===== src/rtl/key_cond_pkg.sv =====
// key_cond_pkg: debounce FSM state encoding and counter width helper shared by the key conditioner
package key_cond_pkg;
  typedef enum logic [1:0] {
    RELEASED    = 2'd0,
    PRESS_CHK   = 2'd1,
    PRESSED     = 2'd2,
    RELEASE_CHK = 2'd3
  } key_state_e;
  function automatic int cnt_width(input int a, input int b);
    return $clog2((a > b ? a : b) + 1);
  endfunction
endpackage


===== src/rtl/key_debounce_channel.sv =====
// key_debounce_channel: one key; clk_50M/rst(async low), key_n raw pin in, registered key_level/key_press/key_release/key_hold out
module key_debounce_channel
  import key_cond_pkg::*;
#(
  parameter int DEBOUNCE_CYCLES = 500000,
  parameter int LONG_CYCLES     = 50000000
) (
  input  logic clk_50M,
  input  logic rst,
  input  logic key_n,
  output logic key_level,
  output logic key_press,
  output logic key_release,
  output logic key_hold
);
  localparam int W = cnt_width(DEBOUNCE_CYCLES, LONG_CYCLES);
  localparam logic [W-1:0] DEB_LAST  = W'(DEBOUNCE_CYCLES - 1);
  localparam logic [W-1:0] HOLD_LAST = W'(LONG_CYCLES == 0 ? 0 : LONG_CYCLES - 1);
  localparam logic [W-1:0] HOLD_MAX  = W'(LONG_CYCLES);
  localparam logic HOLD_EN = LONG_CYCLES != 0;
  logic [1:0] sync;
  logic pressed_s;
  key_state_e state, state_d;
  logic [W-1:0] cnt, cnt_d, hold_cnt, hold_d;
  logic level_d, press_d, release_d, hold_p_d;
  assign pressed_s = ~sync[1];
  always_ff @(posedge clk_50M or negedge rst)
    if (!rst) begin
      sync        <= 2'b11;
      state       <= RELEASED;
      cnt         <= '0;
      hold_cnt    <= '0;
      key_level   <= 1'b0;
      key_press   <= 1'b0;
      key_release <= 1'b0;
      key_hold    <= 1'b0;
    end else begin
      sync        <= {sync[0], key_n};
      state       <= state_d;
      cnt         <= cnt_d;
      hold_cnt    <= hold_d;
      key_level   <= level_d;
      key_press   <= press_d;
      key_release <= release_d;
      key_hold    <= hold_p_d;
    end
  // hold_cnt saturates at LONG_CYCLES so the hold pulse fires once per press
  always_comb begin
    state_d   = state;
    cnt_d     = cnt;
    hold_d    = hold_cnt;
    level_d   = key_level;
    press_d   = 1'b0;
    release_d = 1'b0;
    hold_p_d  = 1'b0;
    case (state)
      RELEASED: begin
        state_d = pressed_s ? PRESS_CHK : RELEASED;
        cnt_d   = '0;
      end
      PRESS_CHK: begin
        state_d = !pressed_s ? RELEASED : cnt == DEB_LAST ? PRESSED : PRESS_CHK;
        cnt_d   = cnt + 1'b1;
        level_d = pressed_s && cnt == DEB_LAST;
        press_d = pressed_s && cnt == DEB_LAST;
      end
      PRESSED: begin
        hold_d   = hold_cnt == HOLD_MAX ? hold_cnt : hold_cnt + 1'b1;
        hold_p_d = HOLD_EN && hold_cnt == HOLD_LAST;
        state_d  = pressed_s ? PRESSED : RELEASE_CHK;
        cnt_d    = '0;
      end
      RELEASE_CHK: begin
        state_d   = pressed_s ? PRESSED : cnt == DEB_LAST ? RELEASED : RELEASE_CHK;
        cnt_d     = cnt + 1'b1;
        level_d   = pressed_s || cnt != DEB_LAST;
        release_d = !pressed_s && cnt == DEB_LAST;
        hold_d    = release_d ? '0 : hold_cnt;
      end
      default: state_d = RELEASED;
    endcase
  end
endmodule


===== src/rtl/key_conditioner.sv =====
// key_conditioner: NUM_KEYS debounced keys; clk_50M/rst(async low), key_n raw pins in, key_level/key_press/key_release/key_hold per key out
module key_conditioner #(
  parameter int NUM_KEYS        = 3,
  parameter int DEBOUNCE_CYCLES = 500000,
  parameter int LONG_CYCLES     = 50000000
) (
  input  logic                clk_50M,
  input  logic                rst,
  input  logic [NUM_KEYS-1:0] key_n,
  output logic [NUM_KEYS-1:0] key_level,
  output logic [NUM_KEYS-1:0] key_press,
  output logic [NUM_KEYS-1:0] key_release,
  output logic [NUM_KEYS-1:0] key_hold
);
  for (genvar i = 0; i < NUM_KEYS; i++) begin : g_key
    key_debounce_channel #(
      .DEBOUNCE_CYCLES(DEBOUNCE_CYCLES),
      .LONG_CYCLES    (LONG_CYCLES)
    ) u_chan (
      .clk_50M    (clk_50M),
      .rst        (rst),
      .key_n      (key_n[i]),
      .key_level  (key_level[i]),
      .key_press  (key_press[i]),
      .key_release(key_release[i]),
      .key_hold   (key_hold[i])
    );
  end
endmodule


===== config.mk =====
export PLATFORM = sky130hd
export DESIGN_NAME = key_conditioner
export DESIGN_NICKNAME = d
export VERILOG_FILES = /design/src/rtl/key_cond_pkg.sv /design/src/rtl/key_debounce_channel.sv /design/src/rtl/key_conditioner.sv
export SDC_FILE = /design/constraint.sdc
export NUM_CORES = 1
export LEC_CHECK = 0
export BUFFER_PORTS_ARGS = -buffer_cell sky130_fd_sc_hd__buf_2
export CAP_MARGIN = 20
export CORE_MARGIN = 5
export CORE_UTILIZATION = 65
export CTS_BUF_LIST = sky130_fd_sc_hd__clkbuf_2
export DETAILED_ROUTE_END_ITERATION = 12
export PLACE_DENSITY = 0.8
export SLEW_MARGIN = 30
export SYNTH_ARGS = -nofsm -noshare
export SYNTH_HDL_FRONTEND = slang
export SYNTH_SLANG_ARGS = --single-unit

===== constraint.sdc =====
create_clock -name clk_50M -period 6.55 [get_ports clk_50M]
set_clock_uncertainty 0.15 [all_clocks]
set_input_delay 0.3275 -clock clk_50M [delete_from_list [all_inputs] [get_ports clk_50M]]
set_output_delay 0.3275 -clock clk_50M [all_outputs]
set_load 0.02 [all_outputs]

* After elaboration in Yosys (flattened, before gate mapping) *
Index checks and enable logic that the tools add are counted.

word-level totals
  register bits = 180
  output and inout port bits = 12
  logic and storage cells = 132

cells by class
  add/sub/neg operators = 6
  eq/ne operators = 27
  muxes and demuxes = 45
  bitwise operators = 3
  reductions and logical operators = 27

operator list
  operator                 count
  $pmux W26 S2             6
  $add A26 B1 Y26 const B  6
  $eq A26 B26 Y1 const B   6
  $mux W26                 6
  $eq A26 B19 Y1 const B   3
  $ne A26 B19 Y1 const B   3
  $mux W2                  12
  $pmux W2 S4              3
  $mux W1                  15
  $eq A2 B2 Y1 const B     6
  $reduce_bool A2 Y1       6
  $reduce_or A2 Y1         6
  $reduce_and A3 Y1        3
  $eq A2 B1 Y1 const B     3
  $logic_and A1 B1 Y1      6
  $logic_not A2 Y1         3
  $ne A2 B1 Y1 const B     3
  $ne A2 B2 Y1 const B     3
  $pmux W1 S2              3
  $logic_or A1 B1 Y1       3
  $not A1 Y1               3

* Longest topological paths before layout *
  word-level depth = 4
  mapped depth = 8
  depth with buffers taken out = 7

* Modules after synthesis *
From an unflattened synthesis, not the netlist that was laid out.

unflattened totals
  cells, all modules = 981
  area total of the unflattened synthesis = 9620.5 µm²

modules (own cells, without submodules)
  module                instances  cells each  area an instance (µm²)  sequential area each (µm²)
  key_debounce_channel  3          327         3206.8                  1503.9

* Worst setup path after synthesis *
OpenSTA, ideal clock, no wires.

  kind = reg-to-reg
  from = reg g_key[2].u_chan.cnt[0]
  to = reg g_key[2].u_chan.hold_cnt[5]
  library setup time = 0.142 ns
  arrival time = 2.024 ns
  required time = 6.258 ns
  setup slack = 4.235 ns
  stages on the path, launching flop included = 9
  path buffers = 2
  clock period less this slack = 2.315 ns
  cell sequence = dfrtp_1 -> ha_1 -> and4_1 -> clkbuf_1 -> nand4_1 -> or4_1 -> clkbuf_1 -> nand2_1 -> a31oi_1

between the ends
  longest elaborated chain between the ends = 4

RTL lines
  what                                line                        RTL
  start, declared                     key_debounce_channel.sv:24  logic [W-1:0] cnt, cnt_d, hold_cnt, hold_d;
  start signal, assigned              key_debounce_channel.sv:40  cnt <= cnt_d;
  $eq A26 B19 Y1                      key_debounce_channel.sv:77  release_d = !pressed_s && cnt == DEB_LAST;
  $logic_and A1 B1 Y1                 key_debounce_channel.sv:77
  $ne A2 B1 Y1 (no source line)       -
  $reduce_and A3 Y1 (no source line)  -
  end signal, assigned                key_debounce_channel.sv:41  hold_cnt <= hold_d;
  end, declared                       key_debounce_channel.sv:24

No other way between the ends.
A chain may end at the register's enable or synchronous reset.

* Worst setup path in the final report *
  from = reg g_key[0].u_chan.state[0]
  to = reg g_key[0].u_chan.hold_cnt[24]

between the ends
  longest elaborated chain between the ends = 3
  elaborated cells between the ends (all ways) = 7

RTL lines
  what                                                         line                        RTL
  start, declared                                              key_debounce_channel.sv:23  key_state_e state, state_d;
  start signal, assigned                                       key_debounce_channel.sv:39  state <= state_d;
  $eq A2 B2 Y1                                                 key_debounce_channel.sv:56  case (state)
  $ne A2 B1 Y1 (no source line), or another cell as far along  -
  $reduce_and A3 Y1 (no source line)                           -
  end signal, assigned                                         key_debounce_channel.sv:41
  end, declared                                                key_debounce_channel.sv:24

Several ways; a longest one is shown, not always the timed one.

==> results.md <==
- The aggregate routed wire length is 18,700 um.
- The cell accounting for the most synthesized area is dfrtp_1.
- The clock period minus final worst setup slack is 2890 ps.
- After clock tree synthesis, the setup repair step added 0 buffers.
- The final layout net count is 1,022.
- In this run the cell area measured after placement is 9730 um^2.
- The destination of the critical timing path is g_key[0].u_chan.hold_cnt[24].
- The critical path starts at g_key[0].u_chan.state[0].
- The count of non-filler cells in the finished layout is 1,205.
- The fmax is 346 MHz.
- The path class of the tightest hold or removal check is reg2reg.
- Dividing the detail-routed via count by the number of cells gives 6.19.
- The tool flagged a number of max-cap violations equal to 0.
- The number of buffers and inverters on the critical path is 0.
- The count of final max-slew check failures is 0.
- Relative to the synthesized area, the layout overhead comes to 4.55%.
- For this run, the total global-route usage over all layers was measured as 22.3%.
- The worst setup path is of the reg2reg kind.
- STA classifies the critical path endpoint as a flip-flop.
- In this run, the number of DRC markers left after iteration 0 of detailed routing was 479.
- The remaining max-slew budget at the tightest pin is 40.6%.
- The data arrival time of the critical path is 3450 ps.
- The routability congestion estimate from global placement is 0.894.
- Counting tap cells, the placed design contains a total of 1,164 instances.
- The count of nets left with antenna violations once routing finished came out at 0.
- Among all cell types in the netlist, the one instantiated most often is dfrtp_1.
- In this run the count of I/O pins placed on the die edge is 17.
- The flow ran to the end, and the final reports show no timing, DRC or antenna violations.
- The number of optimization iterations in the first detailed-route pass is 5.
- The worst-case IR drop observed on VDD is 0.207 mV.
- TritonCTS built the clock tree.
- The slew of the pin with the lowest slew margin is 883 ps.
- In the routed design, unresolved DRC markers number 0.
- The static leakage is 4.48 nW.
- The post-route netlist has 7.35% of its cells at a drive strength greater than 1.
- The floorplan step defined a core boundary enclosing 14,500 um^2.
- The proportion of netlist area held by the largest area contributor is 45.2%.
- The origin of the critical flop-to-flop path is g_key[0].u_chan.state[0].
- The floorplan step defined a die boundary enclosing 17,300 um^2.
- Among all flip-flop cells after synthesis, the most frequent one is dfrtp_1.
- The internal reg-to-reg setup slack is 3660 ps.
- The horizontal extent of the die is 132 um.
- The critical path runs through a total of 5 cells.
- The H-tree depth is 4.
- The critical path's top delay family is simple AND/OR/NAND/NOR gates.
- Detailed routing inserted a total of 7,460 vias.
- The number of nets in the synthesized netlist is 1,029.
- In this run the tool buffered the top-level ports with 16 buffer cells.
- The later pin in the worst-skew pair is clocked with a latency of 780 ps.
- The largest fanout on the critical path is 32.
- The cell with the largest stage delay on the worst path is dfrtp_1.
- The count of final hold-check violations is 0.
- The via count of the first global-routing pass came to 7,091.
- The critical path goes through nor2b_1, nand3_1, nor4_1, nor3b_1, mux2i_1.
- At the worst endpoint, the required time is 7110 ps.
- The commonest cells after synthesis are dfrtp_1 (174), nand2_1 (86), nand3_1 (77), and2_1 (70), nand4_1 (55).
- The power density normalized to cell area is 174 nW/um^2.
- The post-route clock period utilization is 44.1%.
- After synthesis, the share of flip-flops with an asynchronous set or reset is 100%.
- Summed over all layers, the global routing overflow is 0.
- The pin count of the biggest net entering global routing is 104.
- After synthesis, the netlist uses 60 different library cells.
- In the final timing run, aggregate negative setup slack is 0 ps.
- The die height is 132 um.
- The root buffer cell chosen for the clock tree is clkbuf_2.
- The worst register-to-register path ends at g_key[0].u_chan.hold_cnt[24].
- The longest individual stage delay on the worst path is 730 ps.
- The number of flops mapped to enable cells by yosys is 0.
- Setup violations remaining at the end of the flow were counted as 0.
- The clock-pin slew of the registers on the worst-case setup and hold paths is 250 ps.
- In this run, post-CTS repair resized a total of 0 instances.
- The detailed-placement wirelength estimate is 12,600 um.
- The post-route cell area is 10,100 um^2.
- The number of cells on the worst reg-to-reg path is 5.
- In the synthesized netlist, the number of instances is 1,015.
- The count of clock tree sinks is 180.
- Yosys attributes the largest share of cell area to dfrtp_1 (45%), and2_1 (4.5%), nand3_1 (4.0%).
- The number of antenna violations at the first check in global routing came to 0.
- Dividing the synthesized area by the synthesized cell count gives 9.48 um^2.
- The site row count is 44.
- The synthesized area is 9630 um^2.
- The clock passes through at most 2 buffers.
- The initial utilization of the core area, before any placement, comes to 66.2%.
- Setup repair after global routing left no endpoint under its margin.
- The number of warnings issued by yosys is 0.
- Buffers inserted during clock tree synthesis total 17.
- The synthesized flop and latch total is 180.
- The number of buffers inserted by hold repair at cts is 9.
- STA classifies the critical path startpoint as a flip-flop.
- The first global-routing pass estimated 33,200 um of wire.
- Summing the sequential cell areas from Yosys gives 46.9% of the chip area.
- In the final routed layout, each cell accounts on average for 15.6 um.
- 0 antenna diodes ended up in the layout.
==> cell type report <==
type                       instances  area [um^2]
timing repair buffer              27          198
clock inverter                    14          153
sequential                       180         4510
multi-input combinational        755         4780
fill                            1169         4470
tap                              184          230
clock buffer                      18         90.1
inverter                          27          101
==> how the worst min path moves through the flow <==
stage | endpoint | slack, ps | cells after the start | startpoint
after floorplan | g_key[0].u_chan.cnt[0] | -120 | 0 | rst
after global placement | g_key[1].u_chan.sync[1] | 200 | 0 | g_key[1].u_chan.sync[0]
after detailed placement | g_key[2].u_chan.sync[1] | 200 | 0 | g_key[2].u_chan.sync[0]
after CTS | g_key[2].u_chan.sync[1] | 220 | 0 | g_key[2].u_chan.sync[0]
after global routing | g_key[2].u_chan.sync[1] | 230 | 0 | g_key[2].u_chan.sync[0]
final | g_key[2].u_chan.sync[1] | 220 | 0 | g_key[2].u_chan.sync[0]
==> cell usage in the layout (no fill, tap or decap), types with 4 or more instances in the layout <==
cell	synthesis	layout
clkbuf_2	0	18
xor2_1	41	41
dlygate4sd3_1	0	9
nor3_1	42	42
ha_1	9	9
mux2i_1	16	16
xnor2_1	36	36
nand2_1	86	86
and4_1	21	21
dfstp_2	6	6
and3_1	23	23
o21ai_0	38	38
nor4b_1	7	7
a21boi_0	7	7
nand3_1	77	77
nand2b_1	7	7
and2_1	70	70
a211o_1	5	5
o21a_1	6	6
inv_6	0	4
nor2_1	38	38
or3_1	17	17
inv_1	27	27
nor4_1	26	26
buf_2	2	15
a31oi_1	15	15
dfrtp_1	174	173
nand4b_1	4	4
a21o_1	4	4
o31ai_1	6	6
nor3b_1	5	5
or4_1	13	13
or2_2	7	7
a21oi_1	21	21
a41oi_1	6	6
nor2b_1	8	8
o211ai_1	6	6
nand4_1	55	55
==> routing by layer <==
layer  vias up  track usage, %  wire length [um]
met1      3584            31.6              8680
met3        19            4.43               845
met4         0            5.43               186
li1       3689               -                 -
met2       168            35.9              9040
met5         -               0                 0
==> power by group <==
group	internal [mW]	total, mW	switching (mW)
clock network	0.181	0.576	0.394
logic	0.0120	0.0376	0.0256
registers	1.12	1.14	0.0139
total	1.32	1.75	0.434
==> registers in the layout, summed over array words and instances (netlist names) <==
name and flops:
g_key.u_chan.key_press 3, g_key.u_chan.sync 6, g_key.u_chan.state 6, g_key.u_chan.key_hold 3
g_key.u_chan.key_level 3, g_key.u_chan.key_release 3, g_key.u_chan.hold_cnt 78, g_key.u_chan.cnt 78
==> worst reg2reg max path, cell delays in order (launching register included) <==
cell and delay (ps):
dfrtp_1 730, nor2b_1 650, nand3_1 190, nor4_1 620, nor3b_1 300, mux2i_1 200
==> kinds of logic (layout without fill, tap and decap cells) <==
logic type	count (synthesis)	in the layout	synth area share (%)
AO/OA/AOI/OAI	128	128	8.58
XOR/XNOR	77	77	7.01
adder cells (fa/ha/maj)	9	9	1.17
buffers and inverters	80	86	3.61
flip-flops	180	180	46.9
multiplexers	17	17	1.78
AND/OR/NAND/NOR	524	524	31.0
==> stage by stage <==
stage	setup slack (ps)	hold WS (ps)	power, mW	utilization [%]
6_report	3660	224	1.75	69.2
5_1_grt	3350	227	1.83	69.2
4_1_cts	3630	225	1.77	69.2
3_5_place_dp	3670	197	1.19	66.9
3_3_place_gp	3750	196	1.19	66.8
2_1_floorplan	4230	-118	1.16	-
(Power assumes the default switching activity.)
